$ cat src/rtl/div_reconstruct_pkg.sv
// div_reconstruct_pkg
//   Handshake state encoding and counter sizing shared by the divider and
//   the dividend reconstructor, so both blocks walk identical IDLE/CALC/FINISH
//   sequences and can be probed with the same checkers.
package div_reconstruct_pkg;

  typedef logic [1:0] state_t;

  localparam state_t IDLE   = 2'd0;
  localparam state_t CALC   = 2'd1;
  localparam state_t FINISH = 2'd2;

  // Iteration counter width: must hold the values 0..w.
  function automatic int cnt_width(input int w);
    return $clog2(w + 1);
  endfunction

endpackage

$ cat src/rtl/div_reconstruct.sv
// div_reconstruct
//   Sequential shift-add multiply-accumulate that rebuilds
//   dividend = quotient * divisor + remainder from divider outputs and flags
//   results that cannot have come from a legal n-bit division.
//
// Ports
//   clk        rising-edge clock
//   reset      asynchronous active-low reset (0 = in reset)
//   start      request pulse, sampled only in IDLE
//   quotient   multiplier operand (n bits)
//   divisor    multiplicand operand (n bits)
//   remainder  addend operand (n bits)
//   dividend   registered 2n-bit result
//   ovf        upper half of dividend non-zero
//   rem_err    remainder >= divisor (includes divisor == 0)
//   busy       high in CALC and FINISH
//   done       one-cycle pulse when results update
//   state_dbg  current FSM state, for observation only
//
// Handshake: start is accepted on an edge where the FSM is in IDLE; the
// operands are captured on that same edge and may change afterwards. done
// rises n+1 edges later for exactly one cycle; dividend/ovf/rem_err hold
// their values until the next completed operation. A start seen while busy
// is ignored.
module div_reconstruct
  import div_reconstruct_pkg::*;
#(
  parameter int n = 8
) (
  input  logic           clk,
  input  logic           reset,
  input  logic           start,
  input  logic [n-1:0]   quotient,
  input  logic [n-1:0]   divisor,
  input  logic [n-1:0]   remainder,
  output logic [2*n-1:0] dividend,
  output logic           ovf,
  output logic           rem_err,
  output logic           busy,
  output logic           done,
  output logic [1:0]     state_dbg
);

  localparam int CW = cnt_width(n);
  localparam logic [CW-1:0] LAST = CW'(n - 1);

  state_t          state;
  state_t          state_nx;

  logic [2*n-1:0]  acc;
  logic [2*n-1:0]  mcand;
  logic [n-1:0]    mplier;
  logic [CW-1:0]   cnt;
  logic [n-1:0]    rem_l;
  logic [n-1:0]    div_l;

  // State register
  always_ff @(posedge clk or negedge reset) begin
    if (!reset) begin
      state <= IDLE;
    end else begin
      state <= state_nx;
    end
  end

  // Next-state logic: fixed n iterations, no early exit on quotient == 0.
  always_comb begin
    state_nx = state;
    case (state)
      IDLE:    if (start) state_nx = CALC;
      CALC:    if (cnt == LAST) state_nx = FINISH;
      FINISH:  state_nx = IDLE;
      default: state_nx = IDLE;
    endcase
  end

  // Output decode
  always_comb begin
    busy      = (state == CALC) || (state == FINISH);
    state_dbg = state;
  end

  // Datapath. acc is 2n bits wide, enough for (2^n-1)^2 + (2^n-1), so the
  // add never carries out.
  always_ff @(posedge clk or negedge reset) begin
    if (!reset) begin
      acc      <= '0;
      mcand    <= '0;
      mplier   <= '0;
      cnt      <= '0;
      rem_l    <= '0;
      div_l    <= '0;
      dividend <= '0;
      ovf      <= 1'b0;
      rem_err  <= 1'b0;
      done     <= 1'b0;
    end else begin
      done <= 1'b0;
      case (state)
        IDLE: begin
          if (start) begin
            acc    <= {{n{1'b0}}, remainder};
            mcand  <= {{n{1'b0}}, divisor};
            mplier <= quotient;
            cnt    <= '0;
            rem_l  <= remainder;
            div_l  <= divisor;
          end
        end
        CALC: begin
          if (mplier[0]) acc <= acc + mcand;
          mcand  <= mcand << 1;
          mplier <= mplier >> 1;
          cnt    <= cnt + 1'b1;
        end
        FINISH: begin
          dividend <= acc;
          ovf      <= |acc[2*n-1:n];
          rem_err  <= (rem_l >= div_l);
          done     <= 1'b1;
        end
        default: ;
      endcase
    end
  end

endmodule
$ cat config.mk
export PLATFORM = sky130hd
export DESIGN_NAME = div_reconstruct
export DESIGN_NICKNAME = d
export VERILOG_FILES = /design/src/rtl/div_reconstruct_pkg.sv /design/src/rtl/div_reconstruct.sv
export SDC_FILE = /design/constraint.sdc
export NUM_CORES = 1
export LEC_CHECK = 0
export BUFFER_PORTS_ARGS = -buffer_cell sky130_fd_sc_hd__buf_4
export CORE_ASPECT_RATIO = 2
export CORE_UTILIZATION = 58
export CTS_CLUSTER_SIZE = 10
export DETAILED_ROUTE_END_ITERATION = 7
export GPL_TIMING_DRIVEN = 0
export PLACE_DENSITY = 0.85
export SLEW_MARGIN = 20
export SYNTH_ARGS = -nofsm -noshare
export SYNTH_HDL_FRONTEND = slang
export SYNTH_SLANG_ARGS = --single-unit
$ cat constraint.sdc
create_clock -name clk -period 3 [get_ports clk]
set_clock_uncertainty 0.15 [all_clocks]
set_input_delay 0.3 -clock clk [delete_from_list [all_inputs] [get_ports clk]]
set_output_delay 0.3 -clock clk [all_outputs]
set_load 0.05 [all_outputs]
==> summary.md, run 1 <==
| Metric | Value |
|---|---|
| Largest net degree at the start of global routing | 82 |
| Syn_nets | 442 |
| WP data arrival | 2.61 ns |
| First-pass GRT wire length | 15,590 um |
| RSZ-0062 raised after global routing | false |
| Post-place setup slack | 0.4924 ns |
| Worst path max stage delay | 0.45 ns |
| Vias in the first global route | 3,364 |
| Yosys Warn Count | 0 |
| Chip width | 62.65 um |
| Clk_lat worst skew | 0.34 ns |
| Sequential-to-total area share from yosys stat | 47.51% |
| Max_cap viols | 0 |
| F_max | 391.5 MHz |
| Final nets | 502 |
| Power Total | 5.477 mW |
| Netlist Area Pre-Place | 4267 um^2 |
| Highest fanout seen on the critical path | 4 |
| Final Max Tran Viols | 0 |
| Sw Share | 41.81% |
| Post-Route WL | 9467 um |
| DRT iter0 DRCs | 170 |
| Asr flop ratio synth | 100.0% |
| Critical Path, Cell by Cell | ha_1 > fa_1 > a21oi_1 > o21ai_1 > a211oi_1 > a21oi_1 > xnor2_1 > o21ai_1 |
| Switching Power | 2.290 mW |
| Layout cells sized above 1 | 24.28% |
| Buf/Inv on CP | 0 |
| Clock power frac | 18.5% |
| Ant. Diodes | 0 |
| Total track usage | 27.17% |
| EDFF count, synth | 0 |
| Seq pwr share | 33.7% |
| Power per Cell Area | 1090 nW/um^2 |
| Internal | 3.187 mW |
| GPL Wtd Cong | 0.8540 |
| Grt ovf | 0 |
| Crit. End Element | flip-flop |
| Initial Util | 60.54% |
| Crit Path Class | flip-flop to flip-flop |
| Req. time, crit path | 3.06 ns |
| Die Ht | 123.3 um |
| Class of the worst hold path | input port to flip-flop |
| Max clock buf depth | 2 |
| Drt wl/cell | 17.56 um |
| Initial antenna violation count | 0 |
| Worst-margin pin slew | 0.7411 ns |
| Final hold violation count | 0 |
| Multi-input gate area | 2101 um^2 |
| Comb power frac | 47.8% |
| Port bufs | 48 |
| Antenna Nets Post-Route | 0 |
| Htree depth | 3 |
| I/O Pins | 49 |
| TritonCTS clock tree | done |
| Final min period | 2.554 ns |
| Final period util | 85.15% |
| Slowest cell on crit path | dfrtp_1 |
| Cells after synthesis | 387 |
| Slew HR | 50.60% |
| Commonest cells in the netlist | dfrtp_1 (81), nand2_1 (41), mux2_2 (34), o21ai_0 (30), ha_1 (27) |
| Synth top area cells | dfrtp_1 (48%), mux2_2 (9.0%), ha_1 (7.9%) |
| Seq cells post-synth | 81 |
| Max VDD drop | 611.8 uV |
| Worst path top cell family by delay | compound AO/OA/AOI/OAI gates |
| Area occupied by registers | 2027 um^2 |
| Yosys cell types | 44 |
| Main synth FF type | dfrtp_1 |
| Routed vias/inst | 5.918 |
| Post-CTS Setup Bufs | 0 |
| Area delta synth->final | 17.74% |
| Status | completed |
| Post-synth top area share | 47.51% |
| Setup WS post-layout | 0.4456 ns |
| Rows | 43 |
| TNS Setup | 0 ns |
| Filler cell count | 523 |
| CTS buffer count | 9 |
| Clock Sinks | 81 |
| HPWL after detailed placement | 6950 um |
| Leakage dissipation | 2.467 nW |
| Die area | 7724 um^2 |
| Area leader, netlist | dfrtp_1 |
| Crit path launch type | flip-flop |
| Core footprint | 7048 um^2 |
| Synthesized area per cell | 11.02 um^2 |
| Most numerous cell in the Yosys netlist | dfrtp_1 |
| Final setup viols | 0 |
| Root Driver | clkbuf_16 |
| Drt pass-1 iters | 4 |
| DRC | 0 |
| Via count | 3,190 |
| Clock-pin slew on the worst setup and hold paths | 0.06 ns |
## power groups by stage
| stage | Clock (mW) | Combinational, mW | Sequential, mW |
|---|---|---|---|
| 6_report | 1.01 | 2.62 | 1.85 |
| 4_1_cts | 1.03 | 2.63 | 1.84 |
| 2_1_floorplan | 0 | 1.78 | 1.97 |
| 5_1_grt | 1.07 | 2.91 | 1.89 |
| 3_5_place_dp | 0 | 2.60 | 1.86 |
| 3_3_place_gp | 0 | 2.49 | 1.84 |
## through the flow
stage	std cells	instance area (um^2)	hold slack (ns)	utilization, %
finish	539	5024	0.05351	71.28
global route	539	5024	0.05745	71.28
CTS	538	5010	0.02058	71.08
detailed placement	525	4740	0.3251	67.25
global placement	525	4740	0.3121	67.25
floorplan	387	4267	-0.1456	-
## layout make-up
| class | count | share of cell area [%] |
|---|---|---|
| multi-input cells | 271 | 41.82 |
| inverters | 17 | 1.270 |
| well taps | 90 | 2.242 |
| plain buffers | 18 | 1.494 |
| flip-flops and latches | 81 | 40.35 |
| clock buffers | 13 | 5.380 |
| repair buffers | 49 | 7.447 |
## timing repair
action | CTS | global route
endpoints found under the setup margin | 0 | 0
hold endpoints to repair | 0 | 81
hold buffers | 0 | 1
gates resized for setup | 0 | 0
## registers in the layout (all words and copies together), names as in the netlist
register and flops:
acc 16, cnt 4, div_l 8, dividend 16, done 1, mcand 16
mplier 8, ovf 1, rem_err 1, rem_l 8, state_dbg 2
## cell usage in the layout, fill, tap and decap left out, drive strengths merged, types with 2 or more instances in the layout
cell type / instances
inv: 17
a21oi: 17
nor2b: 3
a21o: 9
clkbuf: 25
nor2: 5
mux2i: 22
nor4b: 2
ha: 27
nand3b: 2
o211a: 3
a22o: 11
a31oi: 3
buf: 54
nand4: 3
xor2: 2
a211oi: 3
nand2: 42
nand2b: 2
xnor2: 8
or3: 2
nor3b: 6
dfrtp: 81
o21ai: 38
nor3: 6
nor4: 3
o21bai: 3
mux2: 34
nand3: 7
## cell families (layout without fill, tap and decap cells)
kind of cell               Yosys count  after routing  share of synthesized area, %
AOI/OAI and AO/OA                   93             93                         14.55
xor gates and xnor gates            10             10                         2.053
adders and majority gates           28             28                         8.387
buffers and inverters               35             97                         3.255
DFF                                 81             81                         47.51
muxes                               56             56                         14.13
and+or+nand+nor                     84             84                         10.12
## worst reg2reg max path, stage by stage (launching register included)
cell and delay, ns:
dfrtp_1 0.45, ha_1 0.24, fa_1 0.41, a21oi_1 0.24, o21ai_1 0.14, a211oi_1 0.42, a21oi_1 0.15, xnor2_1 0.16
o21ai_1 0.07
## layer usage
layer / up-vias / routed length (um) / track usage (%) / share of wire (%)
li1: 1502 / - / - / -
met4: 0 / 587 / 20.78 / 6.2
met2: 90 / 5290 / 50.00 / 56
met1: 1559 / 3277 / 26.47 / 35
met5: - / 0 / 0 / 0
met3: 39 / 311 / 4.889 / 3.3
## worst paths after layout
check | slack [ns] | cells after the start | start | endpoint
setup / recovery | 0.45 | 8 | mcand[0] | acc[14]
hold / removal | 0.05 | 2 | remainder[2] | rem_l[2]
setup reg to reg | 0.45 | 8 | mcand[0] | acc[14]
hold reg to reg | 0.34 | 2 | mplier[1] | mplier[1]
max in group asynchronous | 1.77 | 2 | reset | state_dbg[1]
min in group asynchronous | 0.41 | 2 | reset | dividend[13]
(Power assumes the default switching activity.)
==> run 2: changes to the inputs <==
- BUFFER_PORTS_ARGS: -buffer_cell sky130_fd_sc_hd__buf_4 -> default
- CORE_UTILIZATION: 58 -> 63
- DONT_BUFFER_PORTS: default -> 1
==> run 2 against run 1 <==
  * Clock-buffer cell count is 1 higher
  * Maximum frequency shrank 6.0%
  * Cell area down 2.6%
  * Die area fell by 7.7%
  * Highest routed layer unchanged
  * Worst setup slack got worse by 0.16 ns
==> summary.md, run 2 (same netlist as run 1, synthesis figures left out) <==
| Metric | Value |
|---|---|
| Die area | 7125 um^2 (was 7724 um^2) |
| Clk_lat worst skew | 0.34 ns (about the same) |
| Vias in the first global route | 3,308 (was 3,364) |
| Total track usage | 29.87% (was 27.17%) |
| Ant. Diodes | 0 (unchanged) |
| HPWL after detailed placement | 6932 um (was 6950 um) |
| WHS | 0.01286 ns (was 0.05351 ns) |
| Chip width | 60.19 um (was 62.65 um) |
| Final Util | 74.50% (was 71.28%) |
| Power Total | 5.501 mW (was 5.477 mW) |
| Grt ovf | 0 (unchanged) |
| Final setup viols | 0 (unchanged) |
| GPL Wtd Cong | 0.8224 (was 0.8540) |
| CTS buffer count | 9 (unchanged) |
| First-pass GRT wire length | 15,300 um (was 15,590 um) |
| Leakage dissipation | 2.326 nW (was 2.467 nW) |
| Clock Sinks | 81 (unchanged) |
| Final nets | 472 (was 502) |
| Initial Util | 64.95% (was 60.54%) |
| Drt wl/cell | 18.78 um (was 17.56 um) |
| Largest net degree at the start of global routing | 82 (unchanged) |
| Max clock buf depth | 2 (unchanged) |
| Max VDD drop | 635.5 uV (was 611.8 uV) |
| RSZ-0062 raised after global routing | false (unchanged) |
| Via count | 3,106 (was 3,190) |
| I/O Pins | 49 (unchanged) |
| Highest fanout seen on the critical path | 10 (was 4) |
| Final hold violation count | 0 (unchanged) |
| Worst path top cell family by delay | buffers and inverters (was compound AO/OA/AOI/OAI gates) |
| Crit. End Element | flip-flop (unchanged) |
| Slew HR | 63.49% (was 50.60%) |
| Htree depth | 3 (unchanged) |
| Worst path max stage delay | 0.65 ns (was 0.45 ns) |
| Root Driver | clkbuf_16 (unchanged) |
| Crit Path Class | flip-flop to flip-flop (unchanged) |
| Crit path launch type | flip-flop (unchanged) |
| Final period util | 90.59% (was 85.15%) |
| Drt pass-1 iters | 4 (unchanged) |
| Area delta synth->final | 14.69% (was 17.74%) |
| Req. time, crit path | 3.11 ns (was 3.06 ns) |
| Status | completed (unchanged) |
| Max_cap viols | 0 (unchanged) |
| TritonCTS clock tree | done (unchanged) |
| Top flop regs | acc: 16 flops, dividend: 16 flops, mcand: 16 flops (unchanged) |
| Port bufs | 0 (was 48) |
| Critical Path, Cell by Cell | inv_1 > ha_1 > clkbuf_1 > o21ai_1 > a21o_1 > clkbuf_1 > nand2_1 > o21ai_1 (was ha_1 > fa_1 > a21oi_1 > o21ai_1 > a211oi_1 > a21oi_1 > xnor2_1 > o21ai_1) |
| Clock-pin slew on the worst setup and hold paths | 0.06 ns (about the same) |
| Final Max Tran Viols | 0 (unchanged) |
| Slowest cell on crit path | dfrtp_1 (unchanged) |
| TNS Setup | 0 ns (unchanged) |
| Core footprint | 6569 um^2 (was 7048 um^2) |
| Final min period | 2.718 ns (was 2.554 ns) |
| Routed vias/inst | 6.090 (was 5.918) |
| Post-Route WL | 9579 um (was 9467 um) |
| Worst-margin pin slew | 0.5477 ns (was 0.7411 ns) |
| Initial antenna violation count | 0 (unchanged) |
| Commonest non-fill, non-tap cell in the layout | dfrtp_1 (unchanged) |
| Buf/Inv on CP | 3 (was 0) |
| F_max | 368.0 MHz (was 391.5 MHz) |
| Power per Cell Area | 1124 nW/um^2 (was 1090 nW/um^2) |
| Layout cells sized above 1 | 15.17% (was 24.28%) |
| Post-CTS Setup Bufs | 0 (unchanged) |
| Most frequent cells in the layout | dfrtp_1 (81), nand2_1 (41), mux2_2 (34), o21ai_0 (30), ha_1 (27) (was dfrtp_1 (81), buf_4 (47), nand2_1 (41), mux2_2 (34), o21ai_0 (30)) |
| Class of the worst hold path | input port to flip-flop (unchanged) |
| Die Ht | 118.4 um (was 123.3 um) |
| Antenna Nets Post-Route | 0 (unchanged) |
| DRC | 0 (unchanged) |
| DRT iter0 DRCs | 147 (was 170) |
| WP data arrival | 2.83 ns (was 2.61 ns) |
| Filler cell count | 452 (was 523) |
| Rows | 42 (was 43) |
==> run 2: area by class of cell <==
cell class / instances / area, um^2 / share of cell area [%]
well taps: 88 / 110.1 / 2.250
multi-input cells: 271 / 2101 / 42.93
flip-flops and latches: 81 / 2027 / 41.42
clock buffers: 14 / 274.0 / 5.600
inverters: 17 / 63.81 / 1.304
clock inverters: 2 / 35.03 / 0.7159
repair buffers: 19 / 207.7 / 4.244
plain buffers: 18 / 75.07 / 1.534
==> run 2: layer usage <==
layer  share of wire, %  global-route usage, %  vias up
met5                  0                      0        -
met4                5.8                  19.62        0
met3                4.1                  8.643       35
met2                 56                  51.30       92
met1                 34                  28.99     1533
li1                   -                      -     1446
==> run 2: timing repair <==
action | in CTS | in global routing
resized for setup | 0 | 0
hold buffers | 19 | 0
endpoints found under the hold margin | 98 | 0
==> run 2: metrics by stage <==
| step | setup WS, ns | cells | instance area, um^2 |
|---|---|---|---|
| final | 0.2823 | 510 | 4893 |
| after floorplan | 0.7494 | 387 | 4267 |
| after CTS | 0.2690 | 510 | 4893 |
| after global placement | 0.3663 | 475 | 4377 |
| after detailed placement | 0.3182 | 475 | 4377 |
| after global routing | 0.08137 | 510 | 4893 |
==> run 2: report_power, final <==
part           internal (mW)  total, mW  switching (mW)  leakage, nW
Clock                  0.711       1.12           0.410        0.153
Combinational          0.975       2.28            1.30         1.13
Sequential              1.50       2.10           0.597         1.05
Total                   3.19       5.50            2.31         2.33
==> run 2: path summary, 6_finish.rpt <==
| kind | cells after the start | slack (ns) | startpoint | endpoint |
|---|---|---|---|---|
| max in group asynchronous | 2 | 1.99 | reset | mcand[10] |
| min in group asynchronous | 2 | 0.39 | reset | acc[10] |
| worst min register to register | 2 | 0.34 | mplier[2] | mplier[2] |
| worst max register to register | 8 | 0.28 | state_dbg[1] | acc[13] |
| worst min-delay path | 2 | 0.01 | divisor[6] | mcand[6] |
| worst max-delay path | 8 | 0.28 | state_dbg[1] | acc[13] |
==> run 3: changes to the inputs <==
- CORE_ASPECT_RATIO: 2 -> 1.75
- SKIP_CTS_REPAIR_TIMING: default -> 1
- clock period: 3 -> 2.6 ns (I/O delays scaled with it)
==> run 3 against run 2 <==
  * The run now ends with hold timing left
  * Cell area is 0.15% lower
  * Largest cell class unchanged
  * Sequential share of layout area is 0.11 points higher
  * Critical endpoint is now acc[10]
  * Clock power is 12% higher
  * Register-to-register slack worse by 0.16 ns
  * Sequential cell count stayed put
  * Sequential power is 16% higher
  * First-iteration DRC count is 27% higher
  * Largest power group unchanged
  * Critical path depth stayed put
  * Routed wire length is 2.3% higher
==> summary.md, run 3 (same netlist as run 1, synthesis figures left out) <==
| Metric | Value |
|---|---|
| Via count | 3,112 (was 3,106) |
| Worst-margin pin slew | 0.6419 ns (was 0.5477 ns) |
| Drt wl/cell | 19.47 um (was 18.78 um) |
| Top flop regs | acc: 16 flops, dividend: 16 flops, mcand: 16 flops (unchanged) |
| Antenna Nets Post-Route | 0 (unchanged) |
| Flop2flop setup slack | 0.12 ns (was 0.28 ns) |
| Routed vias/inst | 6.187 (was 6.090) |
| Worst r2r dst | acc[10] (was acc[13]) |
| Final hold violation count | 13 (was 0) |
| WHS | -0.02557 ns (was 0.01286 ns) |
| Initial Util | 65.25% (was 64.95%) |
| I/O Pins | 49 (unchanged) |
| Reg-to-reg startpoint | mcand[0] (was state_dbg[1]) |
| Highest metal used | met4 (unchanged) |
| Most used cell, CP | a21oi_2 |
| HPWL after detailed placement | 6638 um (was 6932 um) |
| CTS buffer count | 9 (unchanged) |
| Status | complete, but fails checks (was completed) |
| Multi-input gate area | 2118 um^2 (was 2101 um^2) |
| Crit path launch | mcand[0] (was state_dbg[1]) |
| TritonCTS clock tree | done (unchanged) |
| RSZ-0062 raised after global routing | false (unchanged) |
| Worst path max stage delay | 0.45 ns (was 0.65 ns) |
| Max clock buf depth | 2 (unchanged) |
| Area delta synth->final | 14.52% (was 14.69%) |
| Slew HR | 57.20% (was 63.49%) |
| Final setup viols | 0 (unchanged) |
| Clock-pin slew on the worst setup and hold paths | 0.06 ns (about the same) |
| Failing checks | hold timing |
| Final period util | 95.31% (was 90.59%) |
| Hold Path Stages | 2 (unchanged) |
| Highest fanout seen on the critical path | 4 (was 10) |
| Slowest cell on crit path | dfrtp_1 (unchanged) |
| Core footprint | 6539 um^2 (was 6569 um^2) |
| Rows | 39 (was 42) |
| Crit. End Element | flip-flop (unchanged) |
| Die Ht | 110.9 um (was 118.4 um) |
| Crit Path Class | flip-flop to flip-flop (unchanged) |
| Power per Cell Area | 1303 nW/um^2 (was 1124 nW/um^2) |
| Post-Route WL | 9795 um (was 9579 um) |
| Most frequent cells in the layout | dfrtp_1 (79), nand2_1 (41), mux2_2 (34), o21ai_0 (30), ha_1 (27) (was dfrtp_1 (81), nand2_1 (41), mux2_2 (34), o21ai_0 (30), ha_1 (27)) |
| Crit path launch type | flip-flop (unchanged) |
| Total track usage | 29.18% (was 29.87%) |
| Area occupied by registers | 2029 um^2 (was 2027 um^2) |
| Metal2 WL | 5412 um (was 5344 um) |
| First-pass GRT wire length | 15,440 um (was 15,300 um) |
| Clk_lat worst skew | 0.34 ns (about the same) |
| Worst setup path endpoint | acc[10] (was acc[13]) |
| Port bufs | 0 (unchanged) |
| WP data arrival | 2.54 ns (was 2.83 ns) |
| Buf/Inv on CP | 0 (was 3) |
| Path depth of the worst reg2reg path | 8 (unchanged) |
| Placement Cell Area | 4369 um^2 (was 4377 um^2) |
| Critical Path, Cell by Cell | ha_1 > fa_1 > a21oi_2 > o21ai_1 > a21oi_2 > o221ai_1 > mux2i_1 > o311ai_1 (was inv_1 > ha_1 > clkbuf_1 > o21ai_1 > a21o_1 > clkbuf_1 > nand2_1 > o21ai_1) |
| Post-route design area | 4886 um^2 (was 4893 um^2) |
| Drt pass-1 iters | 4 (unchanged) |
| Commonest non-fill, non-tap cell in the layout | dfrtp_1 (unchanged) |
| Max VDD drop | 848.6 uV (was 635.5 uV) |
| Chip width | 64.21 um (was 60.19 um) |
| Leakage dissipation | 2.322 nW (was 2.326 nW) |
| Largest net degree at the start of global routing | 82 (unchanged) |
| Final Max Tran Viols | 0 (unchanged) |
| Req. time, crit path | 2.66 ns (was 3.11 ns) |
| Wl on met1 | 3594 um (was 3286 um) |
| Layout cells sized above 1 | 16.86% (was 15.17%) |
| TNS Setup | 0 ns (unchanged) |
| Clock Sinks | 81 (unchanged) |
| Filler cell count | 423 (was 452) |
| Class of the worst hold path | input port to flip-flop (unchanged) |
| Non-Filler Instances | 503 (was 510) |
| Crit path depth | 8 (unchanged) |
| Die area | 7119 um^2 (was 7125 um^2) |
| Post-Place Cells | 469 (was 475) |
| Final min period | 2.478 ns (was 2.718 ns) |
| Htree depth | 3 (unchanged) |
| Max_cap viols | 0 (unchanged) |
| Worst path top cell family by delay | compound AO/OA/AOI/OAI gates (was buffers and inverters) |
| F_max | 403.5 MHz (was 368.0 MHz) |
| Root Driver | clkbuf_16 (unchanged) |
| DRT iter0 DRCs | 187 (was 147) |
| Vias in the first global route | 3,149 (was 3,308) |
| Wire length on met3 | 326 um (was 388 um) |
| Final nets | 471 (was 472) |
| Initial antenna violation count | 0 (unchanged) |
| GPL Wtd Cong | 0.8297 (was 0.8224) |
| DRC | 0 (unchanged) |
| Grt ovf | 0 (unchanged) |
| Ant. Diodes | 0 (unchanged) |
run 3: worst min-delay path by stage:
stage	start	endpoint	slack (ns)
2_1_floorplan	reset	acc[0]	-0.19
3_3_place_gp	reset	dividend[15]	-0.18
3_5_place_dp	reset	dividend[14]	-0.18
4_1_cts	reset	acc[14]	-0.54
5_1_grt	remainder[0]	acc[0]	-0.01
6_report	divisor[7]	mcand[7]	-0.03
run 3: layer usage:
layer	up-vias	global-route usage (%)
li1	1438	-
met1	1548	32.15
met2	94	50.21
met3	32	7.510
met4	0	15.70
met5	-	0
run 3: layout make-up:
class	count	area share [%]
Timing Repair Buffer	19	4.251
Inverter	17	1.306
Buffer	17	1.511
Clock buffer	13	5.122
Clock inverter	3	0.8195
Tap cell	82	2.100
Sequential cell	81	41.54
Multi-Input combinational cell	271	43.35
run 3: report_power, final:
group / switching [mW] / internal, mW / total [mW] / leakage (nW)
Sequential: 0.704 / 1.74 / 2.44 / 1.04
Clock: 0.484 / 0.767 / 1.25 / 0.144
Combinational: 1.54 / 1.14 / 2.67 / 1.14
Total: 2.72 / 3.64 / 6.37 / 2.32
run 3: stage by stage:
| step | utilization (%) | setup WS, ns | power, mW |
|---|---|---|---|
| 2_1_floorplan | - | 0.3494 | 4.337 |
| 3_3_place_gp | 66.82 | 0.007074 | 4.808 |
| 3_5_place_dp | 66.82 | -0.05841 | 4.945 |
| 4_1_cts | 71.26 | -0.08103 | 6.233 |
| 5_1_grt | 74.72 | 0.01711 | 6.765 |
| 6_report | 74.72 | 0.1219 | 6.367 |
